--- src/rtl/program_loader_pkg.sv ---
// Shared widths, limits and state encoding for the instruction-memory loader.
`timescale 1ns/1ps
package program_loader_pkg;

    localparam int unsigned HALF_WORD         = 16;
    localparam int unsigned WORD              = 32;
    localparam int unsigned BYTE_W            = 8;
    localparam int unsigned MAX_HALFWORDS_DEF = 256;

    typedef enum logic [2:0] {
        S_IDLE,
        S_LEN_LO,
        S_LEN_HI,
        S_DATA_LO,
        S_DATA_HI,
        S_CHECK,
        S_DONE,
        S_ERROR
    } loader_state_e;

endpackage

--- src/rtl/program_loader.sv ---
// Boot loader: parses a length/halfwords/XOR-checksum byte frame and writes the
// halfwords into the CPU instruction memory, holding the CPU in reset until done.
`timescale 1ns/1ps
module program_loader
    import program_loader_pkg::*;
#(
    parameter logic [WORD-1:0] BASE_ADDR     = '0,
    parameter int unsigned     MAX_HALFWORDS = MAX_HALFWORDS_DEF
) (
    input  logic                  clk_i,
    input  logic                  reset_i,
    input  logic                  start_i,
    input  logic                  byte_valid_i,
    input  logic [BYTE_W-1:0]     byte_i,
    output logic                  byte_ready_o,
    output logic                  program_mem_write_en_o,
    output logic [HALF_WORD-1:0]  instruction_o,
    output logic [WORD-1:0]       instruction_addr_o,
    output logic                  cpu_reset_o,
    output logic                  done_o,
    output logic                  error_o,
    output logic [15:0]           loaded_count_o
);

    loader_state_e      state;
    logic [BYTE_W-1:0]  lo_byte;
    logic [BYTE_W-1:0]  checksum;
    logic [15:0]        remaining;
    logic               accept;
    logic [15:0]        len_word;

    assign accept   = byte_valid_i & byte_ready_o;
    assign len_word = {byte_i, lo_byte};

    always_ff @(posedge clk_i or posedge reset_i) begin
        if (reset_i) begin
            state                  <= S_IDLE;
            lo_byte                <= '0;
            checksum               <= '0;
            remaining              <= '0;
            byte_ready_o           <= 1'b0;
            program_mem_write_en_o <= 1'b0;
            instruction_o          <= '0;
            instruction_addr_o     <= BASE_ADDR;
            cpu_reset_o            <= 1'b1;
            done_o                 <= 1'b0;
            error_o                <= 1'b0;
            loaded_count_o         <= '0;
        end else begin
            program_mem_write_en_o <= 1'b0;
            // Address moves on the edge that ends the strobe cycle.
            if (program_mem_write_en_o) begin
                instruction_addr_o <= instruction_addr_o + WORD'(2);
            end

            case (state)
                S_IDLE, S_DONE, S_ERROR: begin
                    if (start_i) begin
                        state              <= S_LEN_LO;
                        checksum           <= '0;
                        loaded_count_o     <= '0;
                        instruction_addr_o <= BASE_ADDR;
                        done_o             <= 1'b0;
                        error_o            <= 1'b0;
                        cpu_reset_o        <= 1'b1;
                        byte_ready_o       <= 1'b1;
                    end
                end
                S_LEN_LO: begin
                    if (accept) begin
                        lo_byte  <= byte_i;
                        checksum <= checksum ^ byte_i;
                        state    <= S_LEN_HI;
                    end
                end
                S_LEN_HI: begin
                    if (accept) begin
                        checksum  <= checksum ^ byte_i;
                        remaining <= len_word;
                        if (32'(len_word) > MAX_HALFWORDS) begin
                            state        <= S_ERROR;
                            error_o      <= 1'b1;
                            byte_ready_o <= 1'b0;
                        end else if (len_word == 16'd0) begin
                            state <= S_CHECK;
                        end else begin
                            state <= S_DATA_LO;
                        end
                    end
                end
                S_DATA_LO: begin
                    if (accept) begin
                        lo_byte  <= byte_i;
                        checksum <= checksum ^ byte_i;
                        state    <= S_DATA_HI;
                    end
                end
                S_DATA_HI: begin
                    if (accept) begin
                        checksum               <= checksum ^ byte_i;
                        program_mem_write_en_o <= 1'b1;
                        instruction_o          <= {byte_i, lo_byte};
                        loaded_count_o         <= loaded_count_o + 16'(1);
                        remaining              <= remaining - 16'(1);
                        state                  <= (remaining == 16'd1) ? S_CHECK : S_DATA_LO;
                    end
                end
                S_CHECK: begin
                    if (accept) begin
                        byte_ready_o <= 1'b0;
                        if (byte_i == checksum) begin
                            state       <= S_DONE;
                            done_o      <= 1'b1;
                            cpu_reset_o <= 1'b0;
                        end else begin
                            state   <= S_ERROR;
                            error_o <= 1'b1;
                        end
                    end
                end
                default: state <= S_IDLE;
            endcase
        end
    end

endmodule

--- config.mk ---
export PLATFORM = sky130hd
export DESIGN_NAME = program_loader
export DESIGN_NICKNAME = d
export VERILOG_FILES = /design/src/rtl/program_loader_pkg.sv /design/src/rtl/program_loader.sv
export SDC_FILE = /design/constraint.sdc
export NUM_CORES = 1
export LEC_CHECK = 0
export ABC_AREA = 0
export CELL_PAD_IN_SITES_DETAIL_PLACEMENT = 1
export CELL_PAD_IN_SITES_GLOBAL_PLACEMENT = 1
export CORE_MARGIN = 3
export CORE_UTILIZATION = 43
export CTS_BUF_LIST = sky130_fd_sc_hd__clkbuf_8
export DETAILED_ROUTE_END_ITERATION = 10
export PLACE_DENSITY_LB_ADDON = 0.1
export SYNTH_ARGS = -nofsm -noshare
export SYNTH_HDL_FRONTEND = slang
export SYNTH_SLANG_ARGS = --single-unit
--- constraint.sdc ---
create_clock -name clk_i -period 3.68 [get_ports clk_i]
set_input_delay 0.368 -clock clk_i [delete_from_list [all_inputs] [get_ports clk_i]]
set_output_delay 0.368 -clock clk_i [all_outputs]
set_load 0.01 [all_outputs]
==> summary.md, run 1 <==
| Metric | Value |
|---|---|
| Status | `completed` |
| Register area share after synthesis | `0.487` |
| Endpoint class of the critical path | `flip-flop` |
| CTS resizes | `0` |
| PwrDens | `590 mW/mm^2` |
| Vias per std cell | `~6` |
| Syn Nets | `555` |
| Switch share | `0.395` |
| Slew HR | `0.361` |
| Drt first pass iters | `4` |
| Placed Area | `0.00624 sq mm` |
| Die X | `roughly 120 microns` |
| Top-count cell post-synth | `dfrtp_1` |
| Ys flop type | `dfrtp_1` |
| Crit Path Max Fanout | `20` |
| Final wirelength | `roughly 14000 microns` |
| Fill cells | `approximately 1400` |
| Ys async rst share | `1.00` |
| Clk pwr share | `0.174` |
| Sw power | `approximately 1.5 mW` |
| Fin Clk Skew | `around 0.018 ns` |
| Final instance area | `about 0.0064 sq mm` |
| Tcrit/Tclk final | `0.686` |
| Final hold viol count | `0` |
| Reg power frac | `0.462` |
| Port-buffer cells | `~80` |
| Max Buffers Root-to-Sink | `2` |
| Fmax achieved | `396 MHz` |
| Worst setup margin | `about 1.2 ns` |
| Worst-Skew Late Latency | `0.37 ns` |
| DRT iter0 DRCs | `between 150 and 200` |
| Max Cap Viol | `0` |
| Placed Cells | `roughly 750` |
| Pre-CTS WS | `0.944 ns` |
| H-Tree Depth | `3` |
| CTS root buf | `clkbuf_8` |
| Critical Path AT | `~2.8 ns` |
| Starting density of the core | `0.452` |
| Via count | `4475` |
| Vias in the first global route | `roughly 4600` |
| Tot GR Track Use | `0.218` |
| M1 GR Usage | `0.279` |
| Final Max Slew Viols | `0` |
| Synth area leader | `dfrtp_1` |
| Synth top cells by count | `dfrtp_1 (102), nor2_1 (57), nand2_1 (34), o21ai_0 (32), a21oi_1 (25)` |
| Finished Core Util | `0.548` |
| CTS Buf Count | `9` |
| M3 GR Usage | `0.0499` |
| CP required | `approximately 3.9 ns` |
| Layer with the highest usage | `met2` |
| Static Leak | `between 2 and 3 nW` |
| DPL Wire Length | `approximately 10000 microns` |
| Crit path time final | `about 2.5 ns` |
| Internal | `approximately 2.3 mW` |
| Logic pwr share | `0.364` |
| Final setup TNS | `0 ns` |
| Mapped Area | `0.00529 sq mm` |
| Layout cells sized above 1 | `0.0825` |
| Final setup vio count | `0` |
| Ports | `about 80` |
| Register bit total from synthesis | `just over 100` |
| Clock-pin slew on the worst setup and hold paths | `0.10 ns` |
| ANT nets after route | `0` |
| Initial antenna violation count | `0` |
| Fin nets | `approximately 630` |
| Die area | `~0.014 sq mm` |
| WL/cell | `around 19 microns` |
| Largest net degree at the start of global routing | `77` |
| Met2 Usage GRT | `0.370` |
| Num rows | `39` |
| Crit path kind | `reg -> reg` |
| Core footprint | `approximately 0.012 sq mm` |
| CTS sink count | `a little over 100` |
| Cell count after synthesis | `about 540` |
| Post-synthesis average cell area | `around 10 sq um` |
| Hold Slack | `between 0.4 and 0.5 ns` |
| Worst Hold Class | `reg -> reg` |
| Antenna diode count | `0` |
| First-pass GRT wire length | `approximately 24000 microns` |
| Synth top area share | `0.482` |
| Overall Power | `around 3.8 mW` |
| Non-Filler Instances | `between 700 and 800` |
| Slew @ Worst Pin | `0.958 ns` |
| Max VDD drop | `353 uV` |
| Synth cell types | `just under 60` |
| Setup bufs post-CTS | `0` |
| Hold_buf cts | `0` |
| Die H | `approximately 120 microns` |
| Congestion Overflow GR | `0` |
| Gpl congestion | `between 0.7 and 0.8` |
| Crit start category | `flip-flop` |
| # DRC | `0` |
| Synth warn | `0` |
| CTS tree | `built` |
| Synth area leaders | `dfrtp_1 (48%), nor2_1 (4.0%), xnor2_1 (3.8%)` |
| Area grow syn2layout | `21.2%` |
| Number of enable flip-flop cells after synthesis | `0` |
| RSZ-0062 raised after global routing | `no` |
-- critical path, stage by stage, from the launching register on --
cell and delay, ns:
dfrtp_1 0.73, nor3b_2 0.60, o21ai_4 0.27, nor2_1 0.15, buf_4 0.29, mux2_1 0.37
-- cells by family after synthesis --
group	count (synthesis)	share of synthesized area
AOI/OAI and AO/OA	121	0.150
DFF	103	0.487
and+or+nand+nor	206	0.203
xor gates and xnor gates	41	0.0679
muxes	26	0.0551
adders and majority gates	4	0.00946
other	1	0.000709
buffers and inverters	37	0.0270
-- placed cells by master, fill, tap and decap left out, types with 11 or more instances in the layout --
cell	n
o21ai_0	32
nand4_1	21
nor2_1	56
nor3_1	11
o2bb2ai_1	13
nand3_1	20
nand2b_1	14
xnor2_1	23
xor2_1	18
nand2_1	34
mux2_2	15
dfrtp_1	102
a21oi_1	25
clkdlybuf4s50_1	79
-- metal layers --
metal,vias to the layer above,part of all wire
met5,-,0
li1,2099,-
met2,98,0.50
met3,18,0.046
met4,0,0.015
met1,2260,0.44
-- power by group through the flow --
stage	clock network, mW	registers, mW	logic, mW
6_report	0.659	1.75	1.37
5_1_grt	0.718	1.79	1.53
4_1_cts	0.681	1.74	1.39
3_5_place_dp	0	1.76	1.39
3_3_place_gp	0	1.74	1.32
2_1_floorplan	0	1.66	0.914
-- sequential cells by signal, summed over array words and instances (netlist names) --
signal / cells
state: 3
lo_byte: 8
error_o: 1
instruction_o: 16
cpu_reset_o: 1
checksum: 8
instruction_addr_o: 31
byte_ready_o: 1
program_mem_write_en_o: 1
done_o: 1
loaded_count_o: 16
remaining: 16
-- final timing paths --
| path | start | endpoint | slack (ns) | cells past startpoint |
|---|---|---|---|---|
| worst max register to register | state[2] | instruction_o[4] | 1.16 | 5 |
| worst min-delay path | instruction_o[12] | instruction_o[12] | 0.50 | 1 |
| worst min register to register | instruction_o[12] | instruction_o[12] | 0.50 | 1 |
| worst max-delay path | state[2] | instruction_o[4] | 1.16 | 5 |
| min in group asynchronous | reset_i | instruction_addr_o[3] | 0.54 | 2 |
| max in group asynchronous | reset_i | instruction_addr_o[27] | 2.30 | 3 |
-- final cells by class --
cell class	instances	area, sq um	area share
clock buffers	10	138	0.0215
inverters	11	43.8	0.00683
clock inverters	6	36.3	0.00566
repair buffers	89	866	0.135
flip-flops and latches	103	2580	0.402
well taps	143	179	0.0279
multi-input cells	399	2570	0.401
No activity file was read; power rests on OpenSTA's default activity.
==> run 2: changes to the inputs <==
--- a/config.mk
+++ b/config.mk
@@ -9,7 +9,7 @@
 export CELL_PAD_IN_SITES_DETAIL_PLACEMENT = 1
 export CELL_PAD_IN_SITES_GLOBAL_PLACEMENT = 1
 export CORE_MARGIN = 3
-export CORE_UTILIZATION = 43
+export CORE_UTILIZATION = 39
 export CTS_BUF_LIST = sky130_fd_sc_hd__clkbuf_8
 export DETAILED_ROUTE_END_ITERATION = 10
 export PLACE_DENSITY_LB_ADDON = 0.1
==> constraint.sdc (replaced) <==
create_clock -name clk_i -period 2.3 [get_ports clk_i]
set_input_delay 0.23 -clock clk_i [delete_from_list [all_inputs] [get_ports clk_i]]
set_output_delay 0.23 -clock clk_i [all_outputs]
set_load 0.01 [all_outputs]
==> run 2 against run 1 <==
  * Via count is 1.4% higher
  * Total power is 78% higher
  * Cell count is 8.3% higher
  * Maximum frequency is 11% higher
  * Wire length is 4.6% higher
  * Sequential power is 56% higher
  * Combinational power is 86% higher
  * Register-to-register slack worse by 1.1 ns
  * Count of clock-buffer cells in the layout is 1 lower
  * Worst hold slack worse by 0.27 ns
  * Clock skew is 0.0043 ns lower
  * Largest power group unchanged
==> summary.md, run 2 (synthesis gave the netlist of run 1 again) <==
| Metric | Value |
|---|---|
| Crit path from | `remaining[6]` |
| Clock-pin slew on the worst setup and hold paths | `0.10 ns (about the same)` |
| Fill cells | `1480 (+9.3%)` |
| Die X | `122 microns (+4.7%)` |
| Fin nets | `663 (+5.4%)` |
| Antenna diode count | `0 (unchanged)` |
| Hold_buf cts | `0 (unchanged)` |
| Most frequent cells in the layout | `dfrtp_1 (102), clkdlybuf4s50_1 (79), nor2_1 (55)` |
| Endpoint class of the critical path | `flip-flop` |
| CP cell instances | `or4_4 > or4_4 > or4_1 > a21oi_2 > o22ai_1` |
| Final hold viol count | `0 (unchanged)` |
| Status | `completed` |
| Final Max Slew Viols | `0 (unchanged)` |
| Most used cell, CP | `or4_4` |
| Number of flip-flops in the largest register | `31 (unchanged)` |
| Final setup vio count | `0 (unchanged)` |
| Max Cap Viol | `0 (unchanged)` |
| # DRC | `0 (unchanged)` |
| RSZ-0062 raised after global routing | `yes` |
| Worst path max stage delay | `0.54 ns (-0.19 ns)` |
| Crit path time final | `2.27 ns (-0.249 ns)` |
| DRT iter0 DRCs | `254 (+32%)` |
| Port-buffer cells | `79 (unchanged)` |
| Tot GR Track Use | `0.210 (-0.00791)` |
| Most common cell after layout, fill and taps aside | `dfrtp_1` |
| Max VDD drop | `541 uV (+53%)` |
| Largest net degree at the start of global routing | `47 (-39%)` |
| CTS Buf Count | `9 (unchanged)` |
| Worst r2r src | `remaining[6]` |
| Gpl congestion | `0.763 (-2.0%)` |
| Congestion Overflow GR | `0 (unchanged)` |
| Num rows | `41 (+5.1%)` |
| Biggest register | `instruction_addr_o` |
| Crit Path Max Fanout | `4 (-80%)` |
| ANT nets after route | `0 (unchanged)` |
| Starting density of the core | `0.409 (-0.0425)` |
| Crit path kind | `reg -> reg` |
| Slowest CP cell | `or4_4` |
| WL/cell | `18.1 microns (-3.4%)` |
| Worst Hold Class | `in -> async` |
| Final wirelength | `14900 microns (+4.6%)` |
| Die area | `0.0150 sq mm (+9.7%)` |
| Core footprint | `0.0129 sq mm (+10%)` |
| H-Tree Depth | `3 (unchanged)` |
| Via count | `4538 (+1.4%)` |
| Final instance area | `0.00686 sq mm (+7.0%)` |
| CTS root buf | `clkbuf_8` |
| Critical Path AT | `2.55 ns (-0.23 ns)` |
| Layout cells sized above 1 | `0.137 (+0.0540)` |
| Fin Clk Skew | `0.0134 ns (-0.00429 ns)` |
| Drt first pass iters | `4 (unchanged)` |
| PwrDens | `982 mW/mm^2 (+67%)` |
| Fmax achieved | `440 MHz (+11%)` |
| CP Buf/Inv Count | `0 (-1)` |
| CTS tree | `built` |
| First-pass GRT wire length | `24700 microns (+5.0%)` |
| Vias per std cell | `5.51 (-6.3%)` |
| Vias in the first global route | `4808 (+3.8%)` |
| Crit start category | `flip-flop` |
| Area grow syn2layout | `29.7%` |
| Static Leak | `2.82 nW (+8.2%)` |
| Tcrit/Tclk final | `0.989 (+0.303)` |
| Ports | `81 (unchanged)` |
| Initial antenna violation count | `0 (unchanged)` |
| Final setup TNS | `0 ns (unchanged)` |
| Placed Area | `0.00655 sq mm (+4.9%)` |
| CP required | `2.57 ns (-1.37 ns)` |
| Worst-Skew Late Latency | `0.39 ns (+0.02 ns)` |
| DPL Wire Length | `10900 microns (+7.7%)` |
| Die H | `122 microns (+4.7%)` |
| CTS sink count | `103 (unchanged)` |
| Slew @ Worst Pin | `0.539 ns (-0.419 ns)` |
| Slew HR | `0.631 (+0.270)` |
| Max Buffers Root-to-Sink | `2 (unchanged)` |
| Family with the most delay on the worst path | `simple AND/OR/NAND/NOR gates` |
[run 2: per-stage QoR]
step / total power, mW / utilization / worst slack [ns] / hold WS [ns] / std cells
floorplan: 4.12 / - / 0.0301 / 0.371 / 539
global placement: 5.16 / 0.506 / -0.109 / 0.471 / 803
detailed placement: 5.28 / 0.506 / -0.121 / 0.483 / 803
CTS: 6.79 / 0.527 / 0.00536 / 0.216 / 820
global route: 7.21 / 0.531 / -0.0147 / 0.242 / 824
finish: 6.74 / 0.531 / 0.0253 / 0.227 / 824
[run 2: worst paths after layout]
path / slack, ns / endpoint / cells after the start
max: 0.03 / state[1] / 5
min: 0.23 / loaded_count_o[6] / 2
max reg2reg: 0.03 / state[1] / 5
min reg2reg: 0.50 / instruction_o[5] / 1
max in group asynchronous: 1.47 / cpu_reset_o / 3
min in group clk_i: 0.50 / checksum[0] / 3
[run 2: routing by layer]
layer,part of all wire,track usage,up-vias
met5,0,0,-
met4,0.012,0.0595,0
met3,0.037,0.0488,12
met2,0.50,0.362,69
met1,0.45,0.264,2304
li1,-,-,2153
[run 2: worst reg2reg max path, stage by stage (launching register included)]
cell     delay (ns)
dfrtp_1        0.39
or4_4          0.54
or4_4          0.47
or4_1          0.52
a21oi_2        0.18
o22ai_1        0.08
[run 2: power by group]
part	internal, mW	switching, mW	total, mW
sequential	2.25	0.479	2.73
clock	0.826	0.633	1.46
combinational	1.21	1.34	2.55
[run 2: final cells by class]
| type | count | area (sq um) | area share |
|---|---|---|---|
| multi-input cells | 399 | 2590 | 0.378 |
| flip-flops and latches | 103 | 2580 | 0.376 |
| repair buffers | 123 | 1170 | 0.171 |
| well taps | 172 | 215 | 0.0314 |
| clock inverters | 7 | 135 | 0.0197 |
| clock buffers | 9 | 124 | 0.0181 |
| inverters | 11 | 45.0 | 0.00656 |
[run 2: timing repair]
action | 4_1_cts | 5_1_grt
setup endpoints to repair | 2 | 4
pin swaps | 0 | 1
resized for setup | 1 | 3
buffers inserted | 1 | 4
endpoints found under the hold margin | 0 | 0
==> run 3: changes to the inputs <==
--- a/config.mk
+++ b/config.mk
@@ -12,6 +12,7 @@
 export CORE_UTILIZATION = 39
 export CTS_BUF_LIST = sky130_fd_sc_hd__clkbuf_8
 export DETAILED_ROUTE_END_ITERATION = 10
+export HOLD_SLACK_MARGIN = 0.1
 export PLACE_DENSITY_LB_ADDON = 0.1
 export SYNTH_ARGS = -nofsm -noshare
 export SYNTH_HDL_FRONTEND = slang
==> constraint.sdc (replaced) <==
create_clock -name clk_i -period 1.9 [get_ports clk_i]
set_input_delay 0.19 -clock clk_i [delete_from_list [all_inputs] [get_ports clk_i]]
set_output_delay 0.19 -clock clk_i [all_outputs]
set_load 0.01 [all_outputs]
==> run 3 against run 2 <==
  * The flow now finishes with violations (negative setup slack)
  * Clock power fell by 10%
  * Die area did not move
  * Clock skew fell by 0.0038 ns
  * Register-to-register slack got worse by 0.34 ns
  * Maximum frequency rose by 2.7%
  * Worst hold slack got worse by 0.078 ns
  * Cell count rose by 6.9%
  * Wire length rose by 12%
  * Critical endpoint is now remaining[15]
  * Highest routed layer unchanged
==> summary.md, run 3 (synthesis gave the netlist of run 1 again) <==
| Metric | Value |
|---|---|
| Status | `complete, but fails checks` |
| Failing checks | `negative setup slack` |
| Vias in the first global route | `5038 (+4.8%)` |
| DRT iter0 DRCs | `253 (-0.39%)` |
| Worst Hold Class | `in -> async` |
| Placed Cells | `840 (+4.6%)` |
| Gpl congestion | `0.802 (+5.2%)` |
| RSZ-0062 raised after global routing | `yes` |
| Hold_buf cts | `0 (unchanged)` |
| Worst-Skew Late Latency | `0.39 ns (about the same)` |
| Tot GR Track Use | `0.210 (about the same)` |
| Crit Path Max Fanout | `5 (+1)` |
| Die H | `122 microns (unchanged)` |
| Ports | `81 (unchanged)` |
| Max VDD drop | `616 uV (+14%)` |
| Fin Clk Skew | `0.00954 ns (-0.00385 ns)` |
| Final setup vio count | `5 (+5)` |
| Reg power frac | `0.375 (-0.030)` |
| CTS root buf | `clkbuf_8` |
| CTS Buf Count | `9 (unchanged)` |
| Die area | `0.0150 sq mm (unchanged)` |
| WL/cell | `18.8 microns (+4.3%)` |
| Antenna diode count | `0 (unchanged)` |
| Sw power | `3.29 mW (+34%)` |
| Final wirelength | `16600 microns (+12%)` |
| Final Max Slew Viols | `0 (unchanged)` |
| First-pass GRT wire length | `25100 microns (+1.4%)` |
| Critical Path AT | `2.53 ns (-0.02 ns)` |
| Crit path time final | `2.21 ns (-0.0598 ns)` |
| CP required | `2.22 ns (-0.35 ns)` |
| Max Cap Viol | `0 (unchanged)` |
| Num rows | `41 (unchanged)` |
| CTS sink count | `103 (unchanged)` |
| Fmax achieved | `451 MHz (+2.7%)` |
| Core footprint | `0.0129 sq mm (unchanged)` |
| Tcrit/Tclk final | `1.17 (+0.177)` |
| Area grow syn2layout | `41.7%` |
| Vias per std cell | `5.53 (+0.39%)` |
| Initial antenna violation count | `0 (unchanged)` |
| # DRC | `0 (unchanged)` |
| Logic pwr share | `0.473 (+0.094)` |
| Drt first pass iters | `4 (unchanged)` |
| Fill cells | `1437 (-2.9%)` |
| Final setup TNS | `-1.23 ns (-1.23 ns)` |
| CTS tree | `built` |
| Static Leak | `3.13 nW (+11%)` |
| H-Tree Depth | `3 (unchanged)` |
| Clock-pin slew on the worst setup and hold paths | `0.10 ns (about the same)` |
| Worst setup margin | `-0.315 ns (-0.340 ns)` |
| Congestion Overflow GR | `0 (unchanged)` |
| Largest net degree at the start of global routing | `46 (-2.1%)` |
| DPL Wire Length | `11000 microns (+0.62%)` |
| Fin nets | `720 (+8.6%)` |
| Number of flip-flops in the largest register | `31 (unchanged)` |
| Pre-CTS WS | `-0.466 ns (-0.344 ns)` |
| Layout cells sized above 1 | `0.236 (+0.0990)` |
| Die X | `122 microns (unchanged)` |
| Final hold viol count | `0 (unchanged)` |
| Most common cell after layout, fill and taps aside | `dfrtp_1` |
| Internal | `5.30 mW (+24%)` |
| Clk pwr share | `0.152 (-0.065)` |
| Biggest register | `instruction_addr_o` |
| ANT nets after route | `0 (unchanged)` |
| Overall Power | `8.60 mW (+28%)` |
| Starting density of the core | `0.409 (unchanged)` |
| PwrDens | `1150 mW/mm^2 (+17%)` |
| Most frequent cells in the layout | `dfrtp_1 (101), buf_4 (83), clkdlybuf4s50_1 (79)` |
| Finished Core Util | `0.580 (+0.0493)` |
| Crit path kind | `reg -> reg` |
| Non-Filler Instances | `881 (+6.9%)` |
| FF-to-FF path depth | `5 (unchanged)` |
| Via count | `4871 (+7.3%)` |
| Endpoint class of the critical path | `flip-flop` |
| Max Buffers Root-to-Sink | `2 (unchanged)` |
| Switch share | `0.383 (+0.0196)` |
| Crit start category | `flip-flop` |
| Port-buffer cells | `79 (unchanged)` |
## run 3: worst max-delay path: stages, from the launching register on
cell,delay [ns]
dfrtp_1,0.39
or4_4,0.53
or4_4,0.47
or4_4,0.45
a21oi_2,0.14
a2bb2oi_1,0.16
## run 3: worst paths after layout
path / start / to / slack [ns]
max in group asynchronous: reset_i / cpu_reset_o / 1.12
min in group clk_i: error_o / error_o / 0.50
max reg2reg: remaining[9] / remaining[15] / -0.31
min reg2reg: error_o / error_o / 0.50
min: reset_i / instruction_addr_o[1] / 0.15
max: remaining[9] / remaining[15] / -0.31
## run 3: layer usage
| metal | global-route usage | vias to the layer above | part of all wire |
|---|---|---|---|
| li1 | - | 2282 | - |
| met1 | 0.264 | 2467 | 0.43 |
| met2 | 0.371 | 103 | 0.52 |
| met3 | 0.0286 | 19 | 0.030 |
| met4 | 0.0721 | 0 | 0.019 |
| met5 | 0 | - | 0 |
## run 3: repair_timing
item                       4_1_cts  5_1_grt
cloned                           0        6
resized for setup                4       40
setup buffers                    4       17
setup endpoints to repair        7       29
pin swaps                        1       17
## run 3: power groups by stage
stage	clock, mW	combinational [mW]	sequential (mW)
2_1_floorplan	0	1.81	3.22
3_3_place_gp	0	3.36	3.20
3_5_place_dp	0	3.49	3.24
4_1_cts	1.33	3.55	3.21
5_1_grt	1.43	4.43	3.31
6_report	1.31	4.06	3.23
## run 3: cell type report
class	count	area [sq um]	area share
multi-input combinational	399	2780	0.371
sequential	103	2580	0.344
timing repair buffer	180	1710	0.227
tap	172	215	0.0287
clock buffer	11	151	0.0202
inverter	11	45.0	0.00601
clock inverter	5	20.0	0.00267
## run 3: through the flow
stage	hold slack (ns)	area [sq um]
2_1_floorplan	0.331	5340
3_3_place_gp	0.467	6870
3_5_place_dp	0.479	6870
4_1_cts	0.153	7090
5_1_grt	0.189	7500
6_report	0.148	7500
